`config.mk`:
```
export PLATFORM = sky130hd
export DESIGN_NAME = count_seq_ctrl_flat
export DESIGN_NICKNAME = d
export VERILOG_FILES = /design/src/rtl/count_seq_pkg.sv /design/src/rtl/count_seq_ctrl_if.sv /design/src/rtl/rise_detect.sv /design/src/rtl/count_seq_ctrl.sv /design/src/flat_wrapper.sv
export SDC_FILE = /design/constraint.sdc
export NUM_CORES = 1
export LEC_CHECK = 0
export ABC_AREA = 1
export CAP_MARGIN = 40
export CORE_ASPECT_RATIO = 1.5
export CORE_MARGIN = 2
export CORE_UTILIZATION = 42
export CTS_CLUSTER_SIZE = 24
export DETAILED_ROUTE_END_ITERATION = 8
export PLACE_DENSITY = 0.77
export SLEW_MARGIN = 0
export SYNTH_ARGS = -nofsm -noshare
export SYNTH_HDL_FRONTEND = slang
export SYNTH_SLANG_ARGS = --single-unit
```
`constraint.sdc`:
```
create_clock -name clk -period 1.6 [get_ports clk]
set_input_delay 0.32 -clock clk [delete_from_list [all_inputs] [get_ports clk]]
set_output_delay 0.32 -clock clk [all_outputs]
set_load 0.03 [all_outputs]
```
`src/rtl/count_seq_pkg.sv`:
```
// Shared types and default widths for the count sequence controller and its bench.
package count_seq_pkg;

  localparam int unsigned DefWidth = 16;
  localparam int unsigned DefLapW  = 8;

  typedef enum logic [2:0] {
    StIdle  = 3'd0,
    StLoad  = 3'd1,
    StRun   = 3'd2,
    StPause = 3'd3,
    StDone  = 3'd4
  } state_e;

endpackage

```
`src/rtl/count_seq_ctrl_if.sv`:
```
// Command/counter bundle between a sequencer master and the count_seq_ctrl slave.
interface count_seq_ctrl_if
  import count_seq_pkg::*;
#(
  parameter int unsigned width = DefWidth,
  parameter int unsigned lap_w = DefLapW
);

  logic             go;
  logic             pause;
  logic             stop;
  logic [width-1:0] period;
  logic [lap_w-1:0] laps;
  logic             wrap_in;
  logic             load_o;
  logic             cnt_o;
  logic [width-1:0] start_o;
  logic [lap_w-1:0] lap_cnt;
  logic             busy;
  logic             paused;
  logic             done;
  logic             err;

  modport master (
    output go, pause, stop, period, laps, wrap_in,
    input  load_o, cnt_o, start_o, lap_cnt, busy, paused, done, err
  );

  modport slave (
    input  go, pause, stop, period, laps, wrap_in,
    output load_o, cnt_o, start_o, lap_cnt, busy, paused, done, err
  );

endinterface

```
`src/rtl/rise_detect.sv`:
```
// Rising-edge detector; the previous sample presets to 1 so a level already high is not an edge.
module rise_detect (
  input  logic clk,
  input  logic rst,
  input  logic d_i,
  output logic rise_o
);

  logic prev_q;

  always_ff @(posedge clk or posedge rst) begin
    if (rst) prev_q <= 1'b1;
    else     prev_q <= d_i;
  end

  assign rise_o = d_i & ~prev_q;

endmodule

```
`src/rtl/count_seq_ctrl.sv`:
```
// Lap sequencer for an external down-counter: loads it, counts wrap edges, supports pause/stop.
module count_seq_ctrl
  import count_seq_pkg::*;
#(
  parameter int unsigned width = DefWidth,
  parameter int unsigned lap_w = DefLapW
) (
  input logic            clk,
  input logic            rst,
  count_seq_ctrl_if.slave bus
);

  state_e           state_q, state_d;
  logic [width-1:0] start_q, start_d;
  logic [lap_w-1:0] laps_q, laps_d;
  logic [lap_w-1:0] lap_cnt_q, lap_cnt_d;
  logic [lap_w-1:0] lap_inc;
  logic             load_q, load_d;
  logic             cnt_q, cnt_d;
  logic             busy_q, busy_d;
  logic             paused_q, paused_d;
  logic             done_q, done_d;
  logic             err_q, err_d;
  logic             wrap_rise;

  rise_detect u_wrap_edge (
    .clk    (clk),
    .rst    (rst),
    .d_i    (bus.wrap_in),
    .rise_o (wrap_rise)
  );

  assign lap_inc = lap_cnt_q + lap_w'(1);

  always_comb begin
    state_d   = state_q;
    start_d   = start_q;
    laps_d    = laps_q;
    lap_cnt_d = lap_cnt_q;
    err_d     = 1'b0;
    unique case (state_q)
      StIdle: begin
        // stop and pause outrank go even when there is nothing to stop or pause
        if (bus.go && !bus.pause && !bus.stop) begin
          if (bus.period == '0) begin
            err_d = 1'b1;
          end else begin
            start_d   = bus.period;
            laps_d    = bus.laps;
            lap_cnt_d = '0;
            state_d   = StLoad;
          end
        end
      end
      StLoad:  state_d = bus.stop ? StIdle : StRun;
      StRun: begin
        if (bus.stop) begin
          state_d = StIdle;
        end else begin
          if (wrap_rise) lap_cnt_d = lap_inc;
          // reaching the target wins over a coincident pause
          if (wrap_rise && (laps_q != '0) && (lap_inc == laps_q)) state_d = StDone;
          else if (bus.pause)                                       state_d = StPause;
        end
      end
      StPause: begin
        if (bus.stop)    state_d = StIdle;
        else if (bus.go) state_d = StRun;
      end
      StDone:  state_d = StIdle;
      default: state_d = StIdle;
    endcase

    load_d   = (state_d == StLoad);
    cnt_d    = (state_d == StRun);
    busy_d   = (state_d == StLoad) || (state_d == StRun) || (state_d == StPause);
    paused_d = (state_d == StPause);
    done_d   = (state_d == StDone);
  end

  always_ff @(posedge clk or posedge rst) begin
    if (rst) begin
      state_q   <= StIdle;
      start_q   <= '0;
      laps_q    <= '0;
      lap_cnt_q <= '0;
      load_q    <= 1'b0;
      cnt_q     <= 1'b0;
      busy_q    <= 1'b0;
      paused_q  <= 1'b0;
      done_q    <= 1'b0;
      err_q     <= 1'b0;
    end else begin
      state_q   <= state_d;
      start_q   <= start_d;
      laps_q    <= laps_d;
      lap_cnt_q <= lap_cnt_d;
      load_q    <= load_d;
      cnt_q     <= cnt_d;
      busy_q    <= busy_d;
      paused_q  <= paused_d;
      done_q    <= done_d;
      err_q     <= err_d;
    end
  end

  assign bus.load_o  = load_q;
  assign bus.cnt_o   = cnt_q;
  assign bus.start_o = start_q;
  assign bus.lap_cnt = lap_cnt_q;
  assign bus.busy    = busy_q;
  assign bus.paused  = paused_q;
  assign bus.done    = done_q;
  assign bus.err     = err_q;

endmodule

```
`src/flat_wrapper.sv`:
```
// flat-port wrapper written by rule: the top's interface ports become plain ports
module count_seq_ctrl_flat import count_seq_pkg::*;
#(
  parameter int unsigned width = DefWidth,
  parameter int unsigned lap_w = DefLapW
)
  (clk, rst, bus_go, bus_pause, bus_stop, bus_period, bus_laps, bus_wrap_in, bus_load_o, bus_cnt_o, bus_start_o, bus_lap_cnt, bus_busy, bus_paused, bus_done, bus_err);
  count_seq_ctrl_if #(.width(width), .lap_w(lap_w)) bus_i ();
  input logic clk;
  input logic rst;
  input wire logic [$bits(bus_i.go)-1:0] bus_go;
  input wire logic [$bits(bus_i.pause)-1:0] bus_pause;
  input wire logic [$bits(bus_i.stop)-1:0] bus_stop;
  input wire logic [$bits(bus_i.period)-1:0] bus_period;
  input wire logic [$bits(bus_i.laps)-1:0] bus_laps;
  input wire logic [$bits(bus_i.wrap_in)-1:0] bus_wrap_in;
  output wire logic [$bits(bus_i.load_o)-1:0] bus_load_o;
  output wire logic [$bits(bus_i.cnt_o)-1:0] bus_cnt_o;
  output wire logic [$bits(bus_i.start_o)-1:0] bus_start_o;
  output wire logic [$bits(bus_i.lap_cnt)-1:0] bus_lap_cnt;
  output wire logic [$bits(bus_i.busy)-1:0] bus_busy;
  output wire logic [$bits(bus_i.paused)-1:0] bus_paused;
  output wire logic [$bits(bus_i.done)-1:0] bus_done;
  output wire logic [$bits(bus_i.err)-1:0] bus_err;
  assign bus_i.go = bus_go;
  assign bus_i.pause = bus_pause;
  assign bus_i.stop = bus_stop;
  assign bus_i.period = bus_period;
  assign bus_i.laps = bus_laps;
  assign bus_i.wrap_in = bus_wrap_in;
  assign bus_load_o = bus_i.load_o;
  assign bus_cnt_o = bus_i.cnt_o;
  assign bus_start_o = bus_i.start_o;
  assign bus_lap_cnt = bus_i.lap_cnt;
  assign bus_busy = bus_i.busy;
  assign bus_paused = bus_i.paused;
  assign bus_done = bus_i.done;
  assign bus_err = bus_i.err;
  count_seq_ctrl #(.width(width), .lap_w(lap_w)) u_core (.clk(clk), .rst(rst), .bus(bus_i));
endmodule
```
Word-level counts from Yosys, hierarchy flattened

Index checks and enable logic that the tools add are counted.

Reduce and logical (&&, ||, !) cells: 14
Add/sub/neg operators: 1
Bitwise logic cells: 3
Mux-type cells: 17
Equal/unequal tests: 12

Operators by type and width:

| operator                                                         | count |
|---|---|
| 8-bit 2-to-1 mux                                                 | 4 |
| 3-bit 2-to-1 mux                                                 | 7 |
| 16-bit logical NOT                                               | 1 |
| 8-bit one-hot mux with 2 select lines                            | 1 |
| 3-bit by 2-bit == test with 1-bit output (second input constant) | 4 |
| 3-bit one-hot mux with 4 select lines                            | 1 |
| 8-bit by 1-bit adder with 8-bit output (second input constant)   | 1 |
| 8-bit == test                                                    | 1 |
| 8-bit nonzero test                                               | 1 |
| 3-bit by 1-bit == test with 1-bit output (second input constant) | 2 |
| 5-bit AND reduction                                              | 1 |
| 1-bit logical AND                                                | 4 |
| 2-bit by 1-bit != test with 1-bit output (second input constant) | 2 |
| 2-bit != test (second input constant)                            | 2 |
| 3-bit == test (second input constant)                            | 1 |
| 3-bit logical NOT                                                | 1 |
| 1-bit 2-to-1 mux                                                 | 3 |
| 3-bit AND reduction                                              | 1 |
| 1-bit logical NOT                                                | 2 |
| 1-bit logical OR                                                 | 2 |
| 2-bit 2-to-1 mux                                                 | 1 |
| 1-bit inverter                                                   | 2 |
| 2-bit nonzero test                                               | 1 |
| 1-bit AND                                                        | 1 |

Register bits: 42
Bits of input ports: 30
Logic and storage cells: 58
Output and inout bits: 30

Depth between registers and ports, before layout

Gate-level depths: netlist of the first run.

Depth after elaboration: 10
Mapped depth: 14

Cells and area by module

From an unflattened synthesis of the first run, not the netlist that was laid out.

Cell total of the unflattened synthesis: 270
Area total of the unflattened synthesis: 2,083.2 µm²

Modules (own cells, without submodules):

| module         | instances | cells each | sequential area each (µm²) | area an instance (µm²) |
|---|---|---|---|---|
| count_seq_ctrl | 1         | 266        | 1,026.0                    | 2,043.2 |
| rise_detect    | 1         | 4          | 26.3                       | 40.0 |

Worst setup path after synthesis of the first run

Ideal clock, no wire load.

Kind: register -> register
From: register u_core.lap_cnt_q[1], in the netlist u_core.bus.lap_cnt[1]
To: register u_core.busy_q, in the netlist u_core.bus.busy
Setup time: 0.127 ns
Path buffers: 0
Cell stages (with the launch flop): 15
Arrival: 1.722 ns
Setup slack: -0.249 ns
Clock period less this slack: 1.849 ns
Path through: dfrtp_1 ha_1 nand2_1 nor2_2 nand2_1 nand2_1 nand2_1 nand2_1 nand2_1 nor2_2 nand3_2 nand2_1 nand3_2 inv_2 nand3_1

Word-level cells in the longest chain between the ends: 9
Elaborated cells between the ends (all ways): 11
Those cells by class: add/sub (1); eq/ne (4); mux (3); reduce/logical (3)

Ends and longest elaborated chain:

| what                                                                                                 | RTL line              | text |
|---|---|---|
| start, declared                                                                                      | count_seq_ctrl.sv:16  | `logic [lap_w-1:0] lap_cnt_q, lap_cnt_d;` |
| start signal, assigned                                                                               | count_seq_ctrl.sv:97  | `lap_cnt_q <= lap_cnt_d;` |
| 8-bit by 1-bit adder with 8-bit output *                                                             | count_seq_ctrl.sv:33  | `assign lap_inc = lap_cnt_q + lap_w'(1);` |
| 8-bit == test *                                                                                      | count_seq_ctrl.sv:62  | `if (wrap_rise && (laps_q != '0) && (lap_inc == laps_q)) state_d = StDone;` |
| 1-bit logical AND *                                                                                  | count_seq_ctrl.sv:62  |  |
| 3-bit 2-to-1 mux *                                                                                   | count_seq_ctrl.sv:62  |  |
| 3-bit 2-to-1 mux *                                                                                   | count_seq_ctrl.sv:57  | `if (bus.stop) begin` |
| 3-bit one-hot mux with 4 select lines *                                                              | count_seq_ctrl.sv:41  | `unique case (state_q)` |
| named net u_core.state_d[1]                                                                          | count_seq_ctrl.sv:13  | `state_e state_q, state_d;` |
| 3-bit by 1-bit == test with 1-bit output or 3-bit by 2-bit == test with 1-bit output (tied branches) | count_seq_ctrl.sv:76  | `busy_d = (state_d == StLoad) \|\| (state_d == StRun) \|\| (state_d == StPause);` |
| 1-bit logical OR                                                                                     | count_seq_ctrl.sv:76  |  |
| 1-bit logical OR *                                                                                   | count_seq_ctrl.sv:76  |  |
| named net u_core.busy_d                                                                              | count_seq_ctrl.sv:20  | `logic busy_q, busy_d;` |
| end signal, assigned                                                                                 | count_seq_ctrl.sv:100 | `busy_q <= busy_d;` |
| end, declared                                                                                        | count_seq_ctrl.sv:20  |  |

The timed path passes the listed nets; every way through them passes the cells marked *.
A chain may end at the register's enable or synchronous reset.

Worst setup path in the final report of the first run

From: register u_core.lap_cnt_q[0], in the netlist u_core.bus.lap_cnt[0]
To: register u_core.done_q, in the netlist u_core.bus.done

Word-level cells in the longest chain between the ends: 7

Ends and longest elaborated chain:

| what                                   | RTL line              | text |
|---|---|---|
| 8-bit by 1-bit adder with 8-bit output | count_seq_ctrl.sv:33  |  |
| 8-bit == test                          | count_seq_ctrl.sv:62  |  |
| 1-bit logical AND                      | count_seq_ctrl.sv:62  |  |
| 3-bit 2-to-1 mux                       | count_seq_ctrl.sv:62  |  |
| 3-bit 2-to-1 mux                       | count_seq_ctrl.sv:57  |  |
| 3-bit one-hot mux with 4 select lines  | count_seq_ctrl.sv:41  |  |
| named net u_core.state_d[0]            | count_seq_ctrl.sv:13  |  |
| 3-bit == test                          | count_seq_ctrl.sv:78  | `done_d = (state_d == StDone);` |
| named net u_core.done_d                | count_seq_ctrl.sv:22  | `logic done_q, done_d;` |
| end signal, assigned                   | count_seq_ctrl.sv:102 | `done_q <= done_d;` |
| end, declared                          | count_seq_ctrl.sv:22  |  |

The timed path passes the listed nets, and every way through them passes these cells.

==> results of run 1 <==
[worst max-delay path: cells and delay by family, from the launching register on]
kind                     cells  cell delay [ns]
AO/OA/AOI/OAI                1             0.12
adder cells (fa/ha/maj)      1             0.28
buffers and inverters        1             0.04
flip-flops                   1             0.44
AND/OR/NAND/NOR              8             0.81
[state kept, by name (all words and copies together) (netlist names)]
signal,flops
u_core.bus.busy,1
u_core.bus.cnt_o,1
u_core.u_wrap_edge.prev_q,1
u_core.state_q,3
u_core.bus.paused,1
u_core.bus.load_o,1
u_core.bus.start_o,16
u_core.laps_q,8
u_core.bus.lap_cnt,8
u_core.bus.err,1
u_core.bus.done,1
[layout make-up]
class	instances	area, µm²
Fill cell	383	1500
Clock buffer	8	80.1
Tap cell	66	82.6
Multi-Input combinational cell	172	936
Timing Repair inverter	2	17.5
Timing Repair Buffer	97	941
Inverter	29	121
Sequential cell	42	1050
[worst max path at each step]
stage / end / slack, ns
2_1_floorplan: u_core.bus.busy / -0.10
3_3_place_gp: u_core.laps_q[1] / -0.52
3_5_place_dp: u_core.laps_q[1] / -0.48
4_1_cts: u_core.bus.busy / -0.18
5_1_grt: u_core.bus.done / -0.33
6_report: u_core.bus.done / -0.17
[Yosys cell counts, types with 2 or more instances]
master | count | share of area [%]
inv_2 | 2 | 0.37
a21oi_1 | 2 | 0.49
nand2_2 | 4 | 1.2
nand2_1 | 91 | 17
nand3_2 | 3 | 1.5
nor2_4 | 2 | 1.1
nor2_1 | 12 | 2.2
inv_1 | 26 | 4.8
o22ai_1 | 3 | 0.92
nand3_1 | 21 | 5.2
clkbuf_1 | 2 | 0.37
nor2_2 | 3 | 0.92
nor3_1 | 2 | 0.49
o21ai_0 | 2 | 0.49
dfrtp_1 | 41 | 50
buf_2 | 4 | 0.98
o21ai_1 | 11 | 2.7
nor4_1 | 5 | 1.5
[per-stage QoR]
step	hold WS (ns)	cell area (µm²)	total power, mW	worst slack (ns)
floorplan	0.324	2050	1.94	-0.102
global placement	0.463	2960	2.41	-0.519
detailed placement	0.465	2960	2.44	-0.483
CTS	0.393	3040	3.04	-0.177
global route	0.316	3230	3.24	-0.331
finish	0.281	3230	3.08	-0.173
[per-layer routing]
| metal | up-vias | GRT usage, % | share of wire (%) |
|---|---|---|---|
| met5 | - | 0 | 0 |
| met2 | 70 | 36.2 | 56 |
| met1 | 981 | 24.6 | 37 |
| li1 | 985 | - | - |
| met3 | 15 | 3.62 | 4.3 |
| met4 | 0 | 8.50 | 3.1 |
[timing repair]
item / CTS / global route
setup endpoints to repair: 68 / 39
setup buffers: 1 / 3
cloned: 0 / 3
resized for setup: 39 / 34
endpoints found under the hold margin: 0 / 0
pin swaps: 2 / 6
[where the power goes]
part | leakage, nW | internal [mW] | switching, mW
logic | 1.20 | 0.430 | 0.643
registers | 0.540 | 1.24 | 0.110
clock network | 0.0395 | 0.310 | 0.347
total | 1.78 | 1.98 | 1.10
[logic make-up (layout without fill, tap and decap cells)]
kind of cell	Yosys count	count (layout)	synth area share (%)
XOR/XNOR	2	2	1.54
AND/OR/NAND/NOR	148	148	32.9
buffers and inverters	35	136	6.71
flip-flops	42	42	51.8
AO/OA/AOI/OAI	21	21	6.46
adder cells (fa/ha/maj)	1	1	0.615
==> run_results.csv, run 1 <==
group,metric,value,unit
status,status,"complete, but fails checks",
status,failed_checks,"negative setup slack",
timing,rsz0062_at_grt,"true",
critical_path,criticalPathCategory,"flop to flop",
cts,cts_buffer_depth,2,
cells_and_area,syn2layout_area_growth,59.0,%
timing,skew,0.00550,ns
timing,period_minus_slack,1.77,ns
yosys,ys_seq_area_share,51.8,%
grt,grt_pass1_vias,1891,
yosys,yosys_warnings,0,
critical_path,crit_slowest_cell,"dfrtp_2",
pwr,p_leak,1.78,nW
critical_path,cp-end-kind,"flop",
yosys,synth-edff-count,0,
floorplan,ioPinCount,60,
yosys,ys_async_sr_fraction,100,%
grt,grt_overflow,0,
cells_and_area,antennaDiodeCount,0,
timing,setup_tns,-0.731,ns
critical_path,critical_path_required,1.82,ns
route,first_pass_iters,5,
cts,hold_buffers,0,
critical_path,path_cells,"ha_4 -> inv_2 -> a21oi_2 -> nand2_1 -> nor2_1 -> nand3_1 -> nor2_2 -> nand3_2 -> nand2_2 -> nand2_4 -> nor3_2",
route,drc,0,
pwr,powerDensity,953,nW/µm²
floorplan,initial_core_util,43.0,%
cts,clock_latency,0.29,ns
timing,setup_viol,7,
hold_path,holdPathEnd,"u_core.bus.start_o[3]",
placed_design,dpl.hpwl,3820,µm
yosys,yosys.cell_types.count,31,
grt,antenna_found_initial,0,
hold_path,min_from,"bus_period[3]",
critical_path,cp.arrival,1.99,ns
critical_path,crit_path_start_kind,"flop",
cells_and_area,final_common_cell,"nand2_1",
cts,cts_root_buffer,"clkbuf_8",
critical_path,cp-startpoint,"u_core.bus.lap_cnt[0]",
placed_design,gp_congestion,0.857,
cells_and_area,fin_util,68.3,%
timing,max_clock_freq,564,MHz
timing,finalWorstSetupSlack,-0.173,ns
yosys,postSynthAreaPerCell,8.17,µm²
yosys,synth_nets,280,
floorplan,dieWidth,60.8,µm
hold_path,hold_depth,3,
route,ant_nets,0,
cts,clk_pin_slew,0.08,ns
route,wl_per_cell,14.3,µm
cells_and_area,final_cells,416,
route,finalWirelength,5930,µm
placed_design,placedCellCount,401,
floorplan,coreArea,4730,µm²
hold_path,min_path_type,"input port to flop",
cells_and_area,drive_gt1_share,23.7,%
cts,h-tree-depth,2,
grt,grt_use_total,20.7,%
yosys,synth_ff_type,"dfrtp_1",
yosys,syn_area,2030,µm²
timing,worst_pin_slew,0.344,ns
grt,grt_pass1_wl,8360,µm
critical_path,regToRegStartpoint,"u_core.bus.lap_cnt[0]",
route,vias,2051,
cts,cts_tree,"done",
yosys,synth-seq-cells,42,
timing,slew_viol_final,0,
yosys,netlist_instances,249,
pwr,peakVddDrop,0.000752,V
cts,clock-sinks,42,
cells_and_area,layout_common_cells,"83 x nand2_1, 39 x dfrtp_1, 32 x buf_4",
timing,finalHoldViolCount,0,
timing,finalCritPeriodShare,111,%
floorplan,die_h,89.2,µm
flow_run,cap_viol_max_count,0,
cts,cts_buffers,5,
critical_path,reg2reg_slack,-0.17,ns
floorplan,num_rows,31,
floorplan,die-area,5430,µm²
cells_and_area,nets,380,
route,drt_iter0_drc,103,
route,vias_per_cell,4.93,
critical_path,reg2reg_to,"u_core.bus.done",
grt,grt_max_degree,43,
critical_path,cpPeakStageDelay,0.44,ns
critical_path,worstPathMaxFanout,3,
timing,slew_headroom,77.2,%
placed_design,numPortBuffers,59,
critical_path,rr_worst_depth,11,
No activity file was read; power rests on OpenSTA's default activity.
==> run 2: changes to the inputs <==
--- a/config.mk
+++ b/config.mk
@@ -7,12 +7,14 @@
 export LEC_CHECK = 0
 export ABC_AREA = 1
 export CAP_MARGIN = 40
+export CELL_PAD_IN_SITES_DETAIL_PLACEMENT = 1
+export CELL_PAD_IN_SITES_GLOBAL_PLACEMENT = 2
 export CORE_ASPECT_RATIO = 1.5
 export CORE_MARGIN = 2
-export CORE_UTILIZATION = 42
+export CORE_UTILIZATION = 24
 export CTS_CLUSTER_SIZE = 24
 export DETAILED_ROUTE_END_ITERATION = 8
-export PLACE_DENSITY = 0.77
+export PLACE_DENSITY = 0.78
 export SLEW_MARGIN = 0
 export SYNTH_ARGS = -nofsm -noshare
 export SYNTH_HDL_FRONTEND = slang
==> constraint.sdc (replaced) <==
create_clock -name clk -period 1.5 [get_ports clk]
set_input_delay 0.3 -clock clk [delete_from_list [all_inputs] [get_ports clk]]
set_output_delay 0.3 -clock clk [all_outputs]
set_load 0.03 [all_outputs]
==> run 2 against run 1 <==
- the run still ends with negative setup slack left
- non-clock buffer count rose by 17
- combinational power rose by 17%
- routed wire length grew 21%
- critical path type unchanged
- largest cell class is now multi-input gates
- highest routed layer unchanged
==> run_results.csv, run 2 (synthesis results as in run 1) <==
group,metric,value,unit
timing,finalHoldViolCount,0,
pwr,p_int,2.66,mW
cts,cts_buffer_depth,2,
hold_path,min_path_type,"input port to flop",
floorplan,initial_core_util,24.5,%
route,drc,0,
timing,skew,0.00678,ns
timing,setup_viol,7,
critical_path,path_cells,"ha_4 -> or2_4 -> nand3_2 -> nand2_2 -> clkinv_2 -> nand3_2 -> nor2_4 -> nand3_4 -> nand2_4 -> nand3_4 -> inv_2 -> nand3_1",
status,failed_checks,"negative setup slack",
critical_path,worstPathMaxFanout,3,
critical_path,cp-end-kind,"flop",
critical_path,crit_path_start_kind,"flop",
grt,grt_pass1_wl,10800,µm
timing,whs,0.259,ns
cts,h-tree-depth,2,
pwr,peakVddDrop,0.000561,V
timing,setup_tns,-1.63,ns
floorplan,die_h,117,µm
cells_and_area,drive_gt1_share,40.1,%
pwr,p_switching,1.31,mW
critical_path,cpPeakStageDelay,0.43,ns
grt,antenna_found_initial,0,
cells_and_area,syn2layout_area_growth,79.4,%
timing,worst_pin_slew,0.342,ns
timing,rsz0062_at_grt,"true",
pwr,combPwrFrac,31.6,%
timing,period_minus_slack,1.82,ns
grt,grt_use_total,15.3,%
timing,finalCritPeriodShare,121,%
route,vias_per_cell,4.46,
pwr,power_frac_seq,36.3,%
pwr,power_frac_clock,32.1,%
route,first_pass_iters,4,
cells_and_area,final_common_cell,"nand2_1",
floorplan,coreArea,8310,µm²
route,ant_nets,0,
floorplan,num_rows,41,
cells_and_area,final_cells,474,
timing,max_clock_freq,551,MHz
grt,grt_pass1_vias,2173,
cts,clock-sinks,42,
cts,clock_latency,0.28,ns
timing,finalWorstSetupSlack,-0.315,ns
route,drt_iter0_drc,51,
cells_and_area,fin_util,43.9,%
grt,grt_overflow,0,
flow_run,cap_viol_max_count,0,
critical_path,critical_path_required,1.66,ns
timing,slew_headroom,77.3,%
placed_design,post-place-ws,-0.739,ns
cts,cts_root_buffer,"clkbuf_16",
cts,cts_buffers,5,
status,status,"complete, but fails checks",
critical_path,crit_slowest_cell,"dfrtp_2",
cts,clk_pin_slew,0.06,ns
cells_and_area,nFillCells,1016,
placed_design,numPortBuffers,59,
pwr,switching_share,33.1,%
critical_path,cp.arrival,1.98,ns
timing,slew_viol_final,0,
cells_and_area,largest_register_ffs,16,
route,finalWirelength,7180,µm
placed_design,dpl.hpwl,4880,µm
cells_and_area,antennaDiodeCount,0,
pwr,powerDensity,1090,nW/µm²
cells_and_area,layout_common_cells,"70 x nand2_1, 46 x buf_4, 38 x dfrtp_1",
floorplan,ioPinCount,60,
floorplan,dieWidth,79.2,µm
route,vias,2113,
route,wl_per_cell,15.1,µm
floorplan,die-area,9240,µm²
critical_path,criticalPathCategory,"flop to flop",
cells_and_area,nets,397,
pwr,p_leak,1.82,nW
cts,cts_tree,"done",
placed_design,gp_congestion,0.764,
grt,grt_max_degree,43,
placed_design,placedCellCount,456,
==> run 2: cell count changes in the layout (fill, tap and decap cells not counted), sizes merged <==
cell           before  now
buf                37   57
dlymetal6s2s       15    2
clkbuf              9   15
clkdlybuf4s15       1    7
clkdlybuf4s50      15   12
bufinv              0    1
==> run 2: worst paths after layout <==
kind / slack (ns) / startpoint / to / depth (start not counted)
max: -0.32 / u_core.bus.lap_cnt[0] / u_core.bus.busy / 12
min in group asynchronous: 0.38 / rst / u_core.bus.busy / 3
min reg2reg: 0.49 / u_core.bus.start_o[15] / u_core.bus.start_o[15] / 2
max reg2reg: -0.32 / u_core.bus.lap_cnt[0] / u_core.bus.busy / 12
min: 0.26 / bus_period[1] / u_core.bus.start_o[1] / 3
max in group asynchronous: 0.85 / rst / u_core.u_wrap_edge.prev_q / 3
==> run 2: per-layer routing <==
layer  GRT usage (%)  wire [µm]  vias up  share of wire, %
met4            4.14        113        0               1.6
met1            16.1       2580     1036                36
met3            2.86        285        8               4.0
li1                -          -     1020                 -
met2            30.5       4200       49                58
met5               0          0        -                 0
==> run 2: worst max-delay path: cells and delay by family (launching register included) <==
| family | cells | cell delay, ns |
|---|---|---|
| fa+ha+maj | 1 | 0.18 |
| buf+inv | 2 | 0.13 |
| flops | 1 | 0.43 |
| simple gates | 9 | 0.95 |
==> run 2: area by class of cell <==
| cell class | count | area, µm² | share of cell area, % |
|---|---|---|---|
| Timing Repair inverter | 2 | 27.5 | 0.755 |
| Timing Repair Buffer | 114 | 1010 | 27.8 |
| Multi-Input combinational cell | 172 | 1110 | 30.3 |
| Inverter | 29 | 136 | 3.74 |
| Tap cell | 107 | 134 | 3.67 |
| Clock buffer | 7 | 143 | 3.91 |
| Sequential cell | 42 | 1060 | 29.0 |
| Clock inverter | 1 | 30.0 | 0.823 |
==> run 2: power groups by stage <==
stage	Clock, mW	Sequential, mW	Combinational, mW
2_1_floorplan	0	1.70	0.370
3_3_place_gp	0	1.46	1.19
3_5_place_dp	0	1.46	1.21
4_1_cts	1.30	1.44	1.15
5_1_grt	1.36	1.47	1.36
6_report	1.27	1.44	1.25
==> run 2: what timing repair did <==
action | CTS | global route
hold buffers | 0 | 0
cloned | 0 | 3
pin swaps | 9 | 36
resized for setup | 76 | 77
buffers inserted | 3 | 6
setup endpoints to repair | 68 | 42
==> run 2: through the flow <==
| stage | area, µm² | power, mW |
|---|---|---|
| 6_report | 3650 | 3.97 |
| 2_1_floorplan | 2050 | 2.07 |
| 4_1_cts | 3350 | 3.90 |
| 5_1_grt | 3650 | 4.19 |
| 3_5_place_dp | 3110 | 2.67 |
| 3_3_place_gp | 3110 | 2.65 |
